<file path="config.mk">
export PLATFORM = sky130hd
export DESIGN_NAME = pipelined_controller
export DESIGN_NICKNAME = d
export VERILOG_FILES = /design/src/rtl/pipelined_controller.sv
export SDC_FILE = /design/constraint.sdc
export NUM_CORES = 1
export LEC_CHECK = 0
export ABC_AREA = 1
export CORE_ASPECT_RATIO = 0.9
export CORE_MARGIN = 10
export CORE_UTILIZATION = 51
export DETAILED_ROUTE_END_ITERATION = 10
export GPL_TIMING_DRIVEN = 0
export PLACE_DENSITY = 0.81
export SLEW_MARGIN = 20
export SYNTH_ARGS = -nofsm -noshare
export SYNTH_HDL_FRONTEND = slang
export SYNTH_SLANG_ARGS = --single-unit
</file>
<file path="constraint.sdc">
create_clock -name clk -period 2.7 [get_ports clk]
set_clock_uncertainty 0.1 [all_clocks]
set_input_delay 0.81 -clock clk [delete_from_list [all_inputs] [get_ports clk]]
set_output_delay 0.81 -clock clk [all_outputs]
set_load 0.02 [all_outputs]
</file>
<file path="src/rtl/pipelined_controller.sv">
// Stage-aware MIPS main controller: ID decode, ID/EX, EX/MEM, MEM/WB
// control registers, load-use stall, branch flush, hold, stall counter.
//
// Ports:
//   clk, rst_n          clock, async active-low reset
//   id_valid            IF/ID holds a real instruction
//   opcode, func        instr[31:26], instr[5:0]
//   rs, rt, rd          register fields of the ID instruction
//   hold                global freeze of every stage register
//   flush               kill the ID instruction (bubble into EX)
//   stall_id            comb: freeze PC and IF/ID this cycle
//   ex_*                EX-stage control from ID/EX
//   mem_read/mem_write  MEM-stage control from EX/MEM
//   wb_*                WB-stage control from MEM/WB
//   illegal             undecodable instruction sits in EX
//   stall_count         saturating count of non-hold stall cycles

package pipelined_controller_pkg;
  localparam logic [3:0] ALU_NOP  = 4'd0;
  localparam logic [3:0] ALU_ADD  = 4'd1;
  localparam logic [3:0] ALU_SUB  = 4'd2;
  localparam logic [3:0] ALU_AND  = 4'd3;
  localparam logic [3:0] ALU_OR   = 4'd4;
  localparam logic [3:0] ALU_XOR  = 4'd5;
  localparam logic [3:0] ALU_NOR  = 4'd6;
  localparam logic [3:0] ALU_SLT  = 4'd7;
  localparam logic [3:0] ALU_SLTU = 4'd8;
  localparam logic [3:0] ALU_SLL  = 4'd9;
  localparam logic [3:0] ALU_SRL  = 4'd10;
  localparam logic [3:0] ALU_SRA  = 4'd11;
  localparam logic [3:0] ALU_LUI  = 4'd12;

  localparam logic [5:0] OP_RTYPE = 6'h00;
  localparam logic [5:0] OP_J     = 6'h02;
  localparam logic [5:0] OP_BEQ   = 6'h04;
  localparam logic [5:0] OP_BNE   = 6'h05;
  localparam logic [5:0] OP_ADDI  = 6'h08;
  localparam logic [5:0] OP_ADDIU = 6'h09;
  localparam logic [5:0] OP_SLTI  = 6'h0A;
  localparam logic [5:0] OP_SLTIU = 6'h0B;
  localparam logic [5:0] OP_ANDI  = 6'h0C;
  localparam logic [5:0] OP_ORI   = 6'h0D;
  localparam logic [5:0] OP_XORI  = 6'h0E;
  localparam logic [5:0] OP_LUI   = 6'h0F;
  localparam logic [5:0] OP_LW    = 6'h23;
  localparam logic [5:0] OP_SW    = 6'h2B;

  localparam logic [5:0] F_SLL  = 6'h00;
  localparam logic [5:0] F_SRL  = 6'h02;
  localparam logic [5:0] F_SRA  = 6'h03;
  localparam logic [5:0] F_JR   = 6'h08;
  localparam logic [5:0] F_ADD  = 6'h20;
  localparam logic [5:0] F_ADDU = 6'h21;
  localparam logic [5:0] F_SUB  = 6'h22;
  localparam logic [5:0] F_SUBU = 6'h23;
  localparam logic [5:0] F_AND  = 6'h24;
  localparam logic [5:0] F_OR   = 6'h25;
  localparam logic [5:0] F_XOR  = 6'h26;
  localparam logic [5:0] F_NOR  = 6'h27;
  localparam logic [5:0] F_SLT  = 6'h2A;
  localparam logic [5:0] F_SLTU = 6'h2B;
endpackage

module pipelined_controller
  import pipelined_controller_pkg::*;
#(
  parameter int ALUOP_W = 4,
  parameter int RADDR_W = 5,
  parameter int CNT_W   = 16
) (
  input  logic               clk,
  input  logic               rst_n,
  input  logic               id_valid,
  input  logic [5:0]         opcode,
  input  logic [5:0]         func,
  input  logic [RADDR_W-1:0] rs,
  input  logic [RADDR_W-1:0] rt,
  input  logic [RADDR_W-1:0] rd,
  input  logic               hold,
  input  logic               flush,
  output logic               stall_id,
  output logic [ALUOP_W-1:0] ex_aluop,
  output logic               ex_alusrc,
  output logic               ex_shift,
  output logic [1:0]         ex_branch,
  output logic [1:0]         ex_jump,
  output logic [RADDR_W-1:0] ex_dst,
  output logic               mem_read,
  output logic               mem_write,
  output logic               wb_regwrite,
  output logic               wb_memtoreg,
  output logic [RADDR_W-1:0] wb_dst,
  output logic               illegal,
  output logic [CNT_W-1:0]   stall_count
);

  typedef struct packed {
    logic [ALUOP_W-1:0] aluop;
    logic               alusrc;
    logic               shift;
    logic [1:0]         branch;
    logic [1:0]         jump;
    logic [RADDR_W-1:0] dst;
    logic               memread;
    logic               memwrite;
    logic               regwrite;
    logic               memtoreg;
    logic               illegal;
  } id_ex_t;

  typedef struct packed {
    logic               memread;
    logic               memwrite;
    logic               regwrite;
    logic               memtoreg;
    logic [RADDR_W-1:0] dst;
  } ex_mem_t;

  typedef struct packed {
    logic               regwrite;
    logic               memtoreg;
    logic [RADDR_W-1:0] dst;
  } mem_wb_t;

  function automatic logic [ALUOP_W-1:0] op_w(
    input logic [3:0] x
  );
    return ALUOP_W'(x);
  endfunction

  id_ex_t             dec;
  logic               use_rs;
  logic               use_rt;
  logic               legal;
  logic [RADDR_W-1:0] wdst;
  logic               load_use;

  id_ex_t             idex_q, idex_d;
  ex_mem_t            exmem_q, exmem_d;
  mem_wb_t            memwb_q, memwb_d;
  logic [CNT_W-1:0]   cnt_q, cnt_d;

  // dst stays 0 for instructions that write no register
  always_comb begin
    dec    = '0;
    use_rs = 1'b1;
    use_rt = 1'b0;
    legal  = 1'b1;
    wdst   = '0;
    unique case (opcode)
      OP_RTYPE: begin
        use_rt = 1'b1;
        wdst   = rd;
        unique case (func)
          F_ADD, F_ADDU: dec.aluop = op_w(ALU_ADD);
          F_SUB, F_SUBU: dec.aluop = op_w(ALU_SUB);
          F_AND:  dec.aluop = op_w(ALU_AND);
          F_OR:   dec.aluop = op_w(ALU_OR);
          F_XOR:  dec.aluop = op_w(ALU_XOR);
          F_NOR:  dec.aluop = op_w(ALU_NOR);
          F_SLT:  dec.aluop = op_w(ALU_SLT);
          F_SLTU: dec.aluop = op_w(ALU_SLTU);
          F_SLL: begin
            dec.aluop = op_w(ALU_SLL);
            dec.shift = 1'b1;
          end
          F_SRL: begin
            dec.aluop = op_w(ALU_SRL);
            dec.shift = 1'b1;
          end
          F_SRA: begin
            dec.aluop = op_w(ALU_SRA);
            dec.shift = 1'b1;
          end
          F_JR: begin
            dec.jump = 2'b10;
            wdst     = '0;
          end
          default: legal = 1'b0;
        endcase
      end
      OP_ADDI, OP_ADDIU: begin
        dec.aluop  = op_w(ALU_ADD);
        dec.alusrc = 1'b1;
        wdst       = rt;
      end
      OP_SLTI: begin
        dec.aluop  = op_w(ALU_SLT);
        dec.alusrc = 1'b1;
        wdst       = rt;
      end
      OP_SLTIU: begin
        dec.aluop  = op_w(ALU_SLTU);
        dec.alusrc = 1'b1;
        wdst       = rt;
      end
      OP_ANDI: begin
        dec.aluop  = op_w(ALU_AND);
        dec.alusrc = 1'b1;
        wdst       = rt;
      end
      OP_ORI: begin
        dec.aluop  = op_w(ALU_OR);
        dec.alusrc = 1'b1;
        wdst       = rt;
      end
      OP_XORI: begin
        dec.aluop  = op_w(ALU_XOR);
        dec.alusrc = 1'b1;
        wdst       = rt;
      end
      OP_LUI: begin
        dec.aluop  = op_w(ALU_LUI);
        dec.alusrc = 1'b1;
        wdst       = rt;
      end
      OP_LW: begin
        dec.aluop    = op_w(ALU_ADD);
        dec.alusrc   = 1'b1;
        dec.memread  = 1'b1;
        dec.memtoreg = 1'b1;
        wdst         = rt;
      end
      OP_SW: begin
        dec.aluop    = op_w(ALU_ADD);
        dec.alusrc   = 1'b1;
        dec.memwrite = 1'b1;
        use_rt       = 1'b1;
      end
      OP_BEQ: begin
        dec.aluop  = op_w(ALU_SUB);
        dec.branch = 2'b01;
        use_rt     = 1'b1;
      end
      OP_BNE: begin
        dec.aluop  = op_w(ALU_SUB);
        dec.branch = 2'b10;
        use_rt     = 1'b1;
      end
      OP_J: begin
        dec.jump = 2'b01;
        use_rs   = 1'b0;
      end
      default: legal = 1'b0;
    endcase
    dec.dst      = wdst;
    dec.regwrite = (wdst != '0);
    if (!legal) begin
      dec         = '0;
      dec.illegal = 1'b1;
      use_rs      = 1'b0;
      use_rt      = 1'b0;
    end
  end

  // ex_dst is 0 for LW $0, so a load to $0 never stalls
  always_comb begin
    load_use = 1'b0;
    if (id_valid && idex_q.memread &&
        idex_q.dst != '0) begin
      load_use = (use_rs && rs == idex_q.dst) ||
                 (use_rt && rt == idex_q.dst);
    end
  end

  assign stall_id = hold | (~flush & load_use);

  always_comb begin
    idex_d  = idex_q;
    exmem_d = exmem_q;
    memwb_d = memwb_q;
    cnt_d   = cnt_q;
    if (!hold) begin
      idex_d = '0;
      if (id_valid && !flush && !load_use)
        idex_d = dec;
      exmem_d.memread  = idex_q.memread;
      exmem_d.memwrite = idex_q.memwrite;
      exmem_d.regwrite = idex_q.regwrite;
      exmem_d.memtoreg = idex_q.memtoreg;
      exmem_d.dst      = idex_q.dst;
      memwb_d.regwrite = exmem_q.regwrite;
      memwb_d.memtoreg = exmem_q.memtoreg;
      memwb_d.dst      = exmem_q.dst;
      if (load_use && !flush && cnt_q != '1)
        cnt_d = cnt_q + CNT_W'(1);
    end
  end

  always_ff @(posedge clk or negedge rst_n) begin
    if (!rst_n) begin
      idex_q  <= '0;
      exmem_q <= '0;
      memwb_q <= '0;
      cnt_q   <= '0;
    end else begin
      idex_q  <= idex_d;
      exmem_q <= exmem_d;
      memwb_q <= memwb_d;
      cnt_q   <= cnt_d;
    end
  end

  assign ex_aluop    = idex_q.aluop;
  assign ex_alusrc   = idex_q.alusrc;
  assign ex_shift    = idex_q.shift;
  assign ex_branch   = idex_q.branch;
  assign ex_jump     = idex_q.jump;
  assign ex_dst      = idex_q.dst;
  assign illegal     = idex_q.illegal;
  assign mem_read    = exmem_q.memread;
  assign mem_write   = exmem_q.memwrite;
  assign wb_regwrite = memwb_q.regwrite;
  assign wb_memtoreg = memwb_q.memtoreg;
  assign wb_dst      = memwb_q.dst;
  assign stall_count = cnt_q;

endmodule

</file>
==> impl_metrics.py, run 1 <==
metrics = {
    "status": {
        "status": "finished with violations",
        "violations": "setup timing",
    },
    "routing": {
        "met1_length_um": 4440,
        "drt-pass1-iter-count": 5,
        "dr_total_vias": 3518,
        "drc": 0,
        "viasPerCell": 5.33,
        "wl_met2_um": 4530,
        "drt-wirelength-per-cell_um": 15.2,
        "wl_um": 10000,
        "drtAntennaViolNets": 0,
        "first_iter_violations": 285,
        "routed.top_layer": "met4",
        "met3_length_um": 888,
    },
    "clock_network": {
        "cts_root_buffer": "clkbuf_8",
        "cts_sinks": 50,
        "clk_latency_ps": 310,
        "cts_tree": "yes",
        "cts_inserted_buffers": 5,
        "path_clk_slew_ps": 110,
        "clk_path_buf_depth": 2,
        "htreeDepth": 2,
        "hold_buffers": 0,
    },
    "synth": {
        "synth.avg_cell_area_um2": 7.12,
        "yosys.area.top_type": "dfrtp_1",
        "synth_edf_count": 0,
        "yosysUniqueCellTypes": 31,
        "synth-seq-cells": 50,
        "synthFlopType": "dfrtp_1",
        "syn-cell-area_um2": 3340,
        "netlist.area_leader.share_pct": 37.5,
        "synthTopCellsByArea": "dfrtp_1 37%, nand2_1 18%, nand4_1 6.2%",
        "yosysWarnings": 0,
        "synthCells": 469,
        "synthArstFlopShare_pct": 100,
        "seq_area_frac_synth_pct": 37.5,
        "syn_nets": 502,
    },
    "grt": {
        "grt.overflow.total": 0,
        "grt_usage_pct": 19.6,
        "first_global_vias": 3396,
        "antenna_found_initial": 0,
        "grt_first_pass_wirelength_um": 17000,
        "grt_max_degree": 32,
    },
    "critical_path": {
        "critPathMaxFanout": 4,
        "worstPathRequired_ps": 1790,
        "worst_setup_path_end_kind": "primary output",
        "critical_path_class": "in2out",
        "crit_arrival_ps": 1990,
        "start_kind": "primary input",
    },
    "sta": {
        "drv_slew": 0,
        "max_freq_mhz": 345,
        "finalCritPeriodShare_pct": 107,
        "setup_viol": 2,
        "finalHoldViolations": 0,
        "worst_slack_ps": -201,
        "period_minus_slack_ps": 2900,
        "rsz0062_at_grt": "yes",
        "hold_slack_ps": 327,
        "tightest_slew_ps": 598,
        "fin_setup_tns_ps": -305,
        "max_slew_margin_pct": 59.8,
    },
    "floorplanning": {
        "die_w_um": 105,
        "fp.coreArea_um2": 6250,
        "initial_utilization_pct": 53.4,
        "dieArea_um2": 10200,
        "ios": 74,
        "die_h_um": 96.7,
        "rows": 27,
    },
    "pwr": {
        "swShare_pct": 27.5,
        "total_power_mw": 1.56,
        "power_frac_clock_pct": 35.5,
        "power_switching_uw": 430,
        "p_int_mw": 1.13,
        "combPwrFrac_pct": 16.2,
        "p_leak_nw": 2.26,
        "pwr-share-seq_pct": 48.3,
        "ir_drop_mv": 0.230,
        "pwr_density_cell_nw_per_um2": 337,
    },
    "placed_design": {
        "gp_congestion": 0.910,
        "place_area_um2": 4220,
        "io_buffers": 71,
        "dpl.hpwl_um": 7330,
        "dpl_worst_slack_ps": -1290,
        "dp.cells": 628,
    },
    "run": {
        "max_cap_viol_count": 0,
    },
    "layout": {
        "drive_gt1_share_pct": 26.0,
        "final_cells": 660,
        "diodes": 0,
        "final_area_um2": 4650,
        "syn_to_final_growth_pct": 39.3,
        "finalCoreUtilization_pct": 74.4,
        "nets": 605,
    },
    "hold_path": {
        "hp-class": "in2async",
    },
}
[layout by cell type (no fill, tap or decap), drive strengths merged]
| cell type | Yosys | final |
|---|---|---|
| nand2 | 167 | 167 |
| o21ai | 28 | 28 |
| nor3 | 8 | 8 |
| nor2 | 37 | 37 |
| dfrtp | 50 | 50 |
| bufinv | 0 | 1 |
| nand3 | 35 | 35 |
| inv | 50 | 51 |
| buf | 20 | 66 |
| clkbuf | 8 | 14 |
| xnor2 | 9 | 9 |
| a21oi | 3 | 3 |
| clkdlybuf4s15 | 0 | 1 |
| clkinvlp | 0 | 1 |
| nand3b | 4 | 4 |
| dlygate4sd2 | 0 | 1 |
| ha | 1 | 1 |
| xor2 | 8 | 8 |
| nand4 | 34 | 34 |
| clkdlybuf4s50 | 0 | 47 |
| nor4 | 4 | 4 |
| o31ai | 1 | 1 |
| clkinv | 1 | 1 |
| a31oi | 1 | 1 |
[worst max-delay path: stages]
cell     delay, ps
buf_8          110
inv_8           60
nand2_8         60
nor2_4         140
nand2_2         90
nand3_2         70
nand2_2         80
a21oi_4        190
nand2_4         90
o21ai_4        150
buf_6          130
[sequential cells by signal (all words and copies together) (netlist names), 2 cells and up]
register / cells
stall_count: 16
ex_dst: 5
exmem_q: 6
idex_q: 3
ex_aluop: 4
ex_branch: 2
ex_jump: 2
wb_dst: 5
[cells in the mapped netlist (3+ instances only)]
master,count
nor3_1,7
nand2_1,162
inv_2,8
nor4_1,4
o21ai_0,15
clkbuf_1,8
dfrtp_1,50
nand3_2,6
o21ai_1,13
nand4_1,33
nor2_1,29
inv_1,42
xor2_1,8
xnor2_1,9
buf_6,3
nand3_1,29
buf_4,15
nand2_2,4
nand3b_1,4
nor2_2,6
[layer usage]
| metal | up-vias | track usage, % |
|---|---|---|
| li1 | 1721 | - |
| met1 | 1627 | 27.4 |
| met2 | 152 | 29.2 |
| met3 | 18 | 5.96 |
| met4 | 0 | 3.46 |
| met5 | - | 0 |
[kinds of logic after synthesis]
kind of cell / synth area share [%]
adder cells (fa/ha/maj): 0.375
buffers and inverters: 11.3
AO/OA/AOI/OAI: 6.00
XOR/XNOR: 4.46
AND/OR/NAND/NOR: 40.3
flip-flops: 37.5
[worst paths after layout]
kind,endpoint,cells after the start,slack (ps),startpoint
setup / recovery,stall_id,11,-200,opcode[5]
hold / removal,wb_dst[3],1,330,rst_n
setup reg to reg,stall_count[14],8,530,stall_count[0]
hold reg to reg,ex_shift,2,380,ex_shift
max in group asynchronous,idex_q[3],2,1650,rst_n
min in group clk,ex_shift,2,380,ex_shift
[power by group through the flow]
| stage | registers, mW | logic (mW) | clock network [mW] |
|---|---|---|---|
| 2_1_floorplan | 0.773 | 0.109 | 0 |
| 3_3_place_gp | 0.771 | 0.212 | 0 |
| 3_5_place_dp | 0.771 | 0.219 | 0 |
| 4_1_cts | 0.756 | 0.234 | 0.560 |
| 5_1_grt | 0.757 | 0.277 | 0.594 |
| 6_report | 0.756 | 0.253 | 0.555 |
[layout make-up]
| cell class | count | area (um^2) |
|---|---|---|
| Clock buffer | 5 | 68.8 |
| Sequential cell | 50 | 1250 |
| Timing Repair Buffer | 96 | 863 |
| Buffer | 28 | 195 |
| Fill cell | 494 | 1600 |
| Multi-Input combinational cell | 340 | 1910 |
| Tap cell | 87 | 109 |
| Inverter | 51 | 204 |
| Clock inverter | 3 | 48.8 |
[repair_timing]
action	in CTS	in global routing
setup buffers	21	3
gates resized for setup	124	30
pin swaps	31	19
setup endpoints to repair	1	2
hold endpoints to repair	0	0
(Power assumes the default switching activity.)
==> inputs of run 2 (changes only) <==
Settings changed: CORE_ASPECT_RATIO 0.9 to 0.7, RECOVER_POWER set to 100, SLEW_MARGIN 20 to 25.
==> impl_metrics.py, run 2 (synthesis gave the netlist of run 1 again) <==
metrics = {
    "sta": {
        "drv_slew": 0,
        "worst_slack_ps": -159,
        "tightest_slew_ps": 1250,
        "finalHoldViolations": 0,
        "period_minus_slack_ps": 2860,
        "max_freq_mhz": 350,
        "max_slew_margin_pct": 16.6,
        "rsz0062_at_grt": "yes",
        "setup_viol": 1,
        "finalCritPeriodShare_pct": 106,
    },
    "routing": {
        "wl_um": 10200,
        "wl_met2_um": 4210,
        "drt-pass1-iter-count": 5,
        "routed.top_layer": "met4",
        "met1_length_um": 4960,
        "viasPerCell": 5.46,
        "drt-wirelength-per-cell_um": 16.0,
        "met3_length_um": 941,
        "dr_total_vias": 3481,
        "drc": 0,
        "first_iter_violations": 316,
        "drtAntennaViolNets": 0,
    },
    "layout": {
        "drive_gt1_share_pct": 23.4,
        "layout_common_cells": "153 x nand2_1, 48 x dfrtp_1, 40 x dlygate4sd3_1",
        "multi_input_area_um2": 1890,
        "nets": 591,
        "diodes": 0,
        "syn_to_final_growth_pct": 34.9,
        "final_cells": 637,
        "fillerInstances": 517,
        "final_common_cell": "nand2_1",
        "largest_reg_flops": 16,
        "regArea_um2": 1250,
    },
    "pwr": {
        "ir_drop_mv": 0.260,
        "p_leak_nw": 2.33,
        "pwr_density_cell_nw_per_um2": 348,
    },
    "floorplanning": {
        "die_w_um": 117,
        "fp.coreArea_um2": 6280,
        "die_h_um": 87.7,
        "ios": 74,
        "initial_utilization_pct": 53.2,
        "dieArea_um2": 10200,
        "rows": 24,
    },
    "critical_path": {
        "crit_arrival_ps": 1950,
        "start_kind": "primary input",
        "worst_setup_path_end_kind": "primary output",
        "r2r_start": "stall_count[0]",
        "critPathSlowestCell": "a21oi_4",
        "critical_path_class": "in2out",
        "critPathMaxFanout": 5,
        "r2r_end": "stall_count[10]",
        "r2r_cells": 8,
        "cp_cell_sequence": "buf_6, inv_4, nor2_4, nand3_2, nand3_2, nand2_4, a21oi_4, nand2_4, o21ai_4, buf_6",
        "slowest_delay_ps": 190,
        "rrSetupSlack_ps": 40,
        "worstPathRequired_ps": 1790,
    },
    "clock_network": {
        "path_clk_slew_ps": 90,
        "cts_sinks": 50,
        "clk_latency_ps": 310,
        "htreeDepth": 2,
        "clk_path_buf_depth": 2,
        "cts_inserted_buffers": 5,
        "cts_root_buffer": "clkbuf_8",
        "cts_tree": "yes",
    },
    "hold_path": {
        "whs_endpoint": "wb_dst[1]",
        "min-delay-start": "wb_dst[1]",
        "hp-class": "reg2reg",
        "holdPathStages": 2,
    },
    "grt": {
        "antenna_found_initial": 0,
        "grt.overflow.total": 0,
        "grt_max_degree": 51,
        "grt_usage_pct": 19.9,
        "first_global_vias": 3218,
        "grt_first_pass_wirelength_um": 16600,
    },
    "status": {
        "violations": "setup timing",
        "status": "finished with violations",
    },
    "placed_design": {
        "dpl.hpwl_um": 7750,
        "dpl_worst_slack_ps": -1290,
        "dp.cells": 618,
        "io_buffers": 71,
        "gp_congestion": 0.912,
    },
    "run": {
        "max_cap_viol_count": 0,
    },
}
run 2: final cells by class:
class | count | share of cell area (%)
multi-input cells | 340 | 42.1
repair buffers | 82 | 16.5
flip-flops and latches | 50 | 27.8
plain buffers | 28 | 4.25
well taps | 78 | 2.17
clock buffers | 5 | 1.53
inverters | 51 | 4.59
clock inverters | 3 | 1.08
run 2: how the worst max path moves through the flow:
stage | slack, ps | endpoint | start
finish | -160 | stall_id | opcode[3]
global route | -220 | stall_id | opcode[4]
CTS | -140 | stall_id | rs[3]
detailed placement | -1290 | stall_id | opcode[0]
global placement | -1270 | stall_id | opcode[0]
floorplan | -10 | stall_id | opcode[1]
run 2: power breakdown:
| part | total, mW | internal (mW) | switching [mW] |
|---|---|---|---|
| registers | 0.757 | 0.753 | 0.00349 |
| logic | 0.243 | 0.0903 | 0.153 |
| clock network | 0.566 | 0.283 | 0.283 |
| total | 1.57 | 1.13 | 0.439 |
run 2: metal layers:
layer,vias to the layer above,track usage (%)
li1,1690,-
met2,150,27.1
met3,10,4.30
met5,-,0
met1,1631,31.0
met4,0,4.25
run 2: worst max-delay path: cells and delay by family:
family                 cells  cell delay [ps]
and+or+nand+nor            5              510
buffers and inverters      3              290
AOI/OAI and AO/OA          2              340
run 2: timing repair:
action | in CTS | in global routing
hold endpoints to repair | 0 | 0
hold buffers | 0 | 0
pin swaps | 32 | 14
gates resized for setup | 143 | 18
setup endpoints to repair | 1 | 1
setup buffers | 7 | 4
run 2: stage by stage:
step	cell area (um^2)	utilization [%]	hold slack (ps)	TNS (ps)	power, mW
2_1_floorplan	3390	-	342	-11.2	0.882
3_3_place_gp	4200	66.9	354	-40690	0.985
3_5_place_dp	4200	66.8	356	-4040	0.988
4_1_cts	4450	71.0	379	-142	1.56
5_1_grt	4500	71.7	412	-1220	1.63
6_report	4500	71.7	380	-159	1.57
==> inputs of run 3 (changes only) <==
Settings changed: CTS_BUF_LIST set to sky130_fd_sc_hd__clkbuf_4, GPL_ROUTABILITY_DRIVEN set to 0.
Clock period 2.7 ns to 3.6 ns, I/O delays scaled along.
==> impl_metrics.py, run 3 (synthesis gave the netlist of run 1 again) <==
metrics = {
    "routing": {
        "drc": 0,
        "wl_um": 10200,
        "drt-pass1-iter-count": 5,
        "first_iter_violations": 353,
        "dr_total_vias": 3531,
        "drtAntennaViolNets": 0,
        "viasPerCell": 5.52,
        "drt-wirelength-per-cell_um": 15.9,
    },
    "sta": {
        "max_slew_margin_pct": 18.4,
        "finalCritPeriodShare_pct": 97.9,
        "fin_setup_tns_ps": 0,
        "rsz0062_at_grt": "no",
        "drv_slew": 0,
        "worst_slack_ps": 77.2,
        "period_minus_slack_ps": 3520,
        "finalHoldViolations": 0,
        "max_freq_mhz": 284,
        "tightest_slew_ps": 1220,
        "setup_viol": 0,
    },
    "layout": {
        "syn_to_final_growth_pct": 30.8,
        "largest_reg_flops": 16,
        "final_cells": 640,
        "layout_common_cells": "157 x nand2_1, 50 x dfrtp_1, 42 x dlygate4sd3_1",
        "fillerInstances": 528,
        "diodes": 0,
        "nets": 594,
        "final_common_cell": "nand2_1",
        "final_area_um2": 4370,
        "finalCoreUtilization_pct": 69.6,
        "drive_gt1_share_pct": 18.5,
    },
    "placed_design": {
        "place_area_um2": 4140,
        "dpl_worst_slack_ps": -937,
        "dp.cells": 618,
        "dpl.hpwl_um": 7650,
        "io_buffers": 71,
    },
    "hold_path": {
        "hp-class": "reg2reg",
        "holdPathStages": 2,
    },
    "critical_path": {
        "rrSetupSlack_ps": 1030,
        "critPathSlowestCell": "clkdlybuf4s15_1",
        "worst_setup_path_end_kind": "primary output",
        "crit_end": "stall_id",
        "r2r_end": "stall_count[10]",
        "start_kind": "primary input",
        "r2r_start": "stall_count[0]",
        "critPathMaxFanout": 5,
        "crit_arrival_ps": 2340,
        "r2r_cells": 8,
        "critical_path_class": "in2out",
        "cp_cell_sequence": "clkdlybuf4s15_1, inv_1, nor2_4, nand3_1, nand2_1, o21ai_2, nand3_2, nand2_4, o21ai_4, buf_6",
        "worstPathRequired_ps": 2420,
        "cp-startpoint": "func[5]",
        "slowest_delay_ps": 230,
    },
    "pwr": {
        "ir_drop_mv": 0.152,
        "p_leak_nw": 2.30,
        "pwr_density_cell_nw_per_um2": 244,
    },
    "floorplanning": {
        "dieArea_um2": 10200,
        "initial_utilization_pct": 53.2,
        "fp.coreArea_um2": 6280,
        "die_h_um": 87.7,
        "ios": 74,
        "rows": 24,
        "die_w_um": 117,
    },
    "run": {
        "max_cap_viol_count": 0,
    },
    "clock_network": {
        "cts_root_buffer": "clkbuf_4",
        "cts_sinks": 50,
        "cts_tree": "yes",
        "clk_latency_ps": 370,
        "htreeDepth": 2,
        "cts_inserted_buffers": 5,
        "clk_path_buf_depth": 2,
        "path_clk_slew_ps": 130,
    },
    "grt": {
        "grt_max_degree": 51,
        "grt_first_pass_wirelength_um": 16900,
        "grt_usage_pct": 20.4,
        "antenna_found_initial": 0,
        "grt.overflow.total": 0,
        "first_global_vias": 3348,
    },
    "status": {
        "status": "finished clean",
    },
}
==> run 3: changes by cell type in the layout (fill, tap and decap cells not counted), moves of 4 or more <==
cell and change:
clkbuf_4 +6, clkbuf_8 -5, dlygate4sd2_1 +7, clkbuf_2 +8, nand3_1 +4, buf_6 -6
buf_2 -9, nor2_2 +4, nor2_4 -5, nand2_1 +4
==> run 3: timing repair <==
action | in CTS | in global routing
endpoints found under the hold margin | 0 | 0
pin swaps | 18 | 13
hold buffers | 0 | 0
setup endpoints to repair | 1 | 1
resized for setup | 58 | 28
buffers inserted | 10 | 4
==> run 3: area by class of cell <==
cell class                 instances  area (um^2)  area share (%)
multi-input combinational        340         1810            41.6
sequential                        50         1250            28.7
timing repair buffer              85          756            17.3
inverter                          51          191            4.39
buffer                            28          175            4.01
tap                               78         97.6            2.24
clock inverter                     3         42.5           0.974
clock buffer                       5         37.5           0.860
==> run 3: worst max-delay path: cells and delay by family <==
kind,cells,cell delay [ps]
buffers and inverters,3,510
and+or+nand+nor,5,500
AOI/OAI and AO/OA,2,240
==> run 3: power by group <==
group	leakage, nW	internal, mW	switching (mW)
combinational	1.56	0.0577	0.107
sequential	0.697	0.565	0.00257
clock	0.0432	0.147	0.186
total	2.30	0.770	0.296
==> run 3: metal layers <==
layer	GRT usage [%]	share of wire, %	routed length [um]
met5	0	0	0
met4	4.14	1.4	142
met3	5.26	11	1110
met2	30.5	44	4470
met1	29.0	44	4470
==> run 3: worst min-delay path by stage <==
stage / slack, ps / endpoint / start
after detailed placement: 370 / idex_q[2] / idex_q[2]
after global routing: 440 / ex_aluop[0] / ex_aluop[0]
final: 400 / ex_aluop[3] / ex_aluop[3]
after global placement: 360 / mem_write / idex_q[3]
after CTS: 400 / idex_q[2] / idex_q[2]
after floorplan: 340 / mem_write / idex_q[3]
==> run 3: through the flow <==
stage | hold slack [ps] | power (mW)
2_1_floorplan | 342 | 0.657
3_3_place_gp | 356 | 0.731
3_5_place_dp | 365 | 0.733
4_1_cts | 401 | 1.07
5_1_grt | 439 | 1.11
6_report | 398 | 1.07
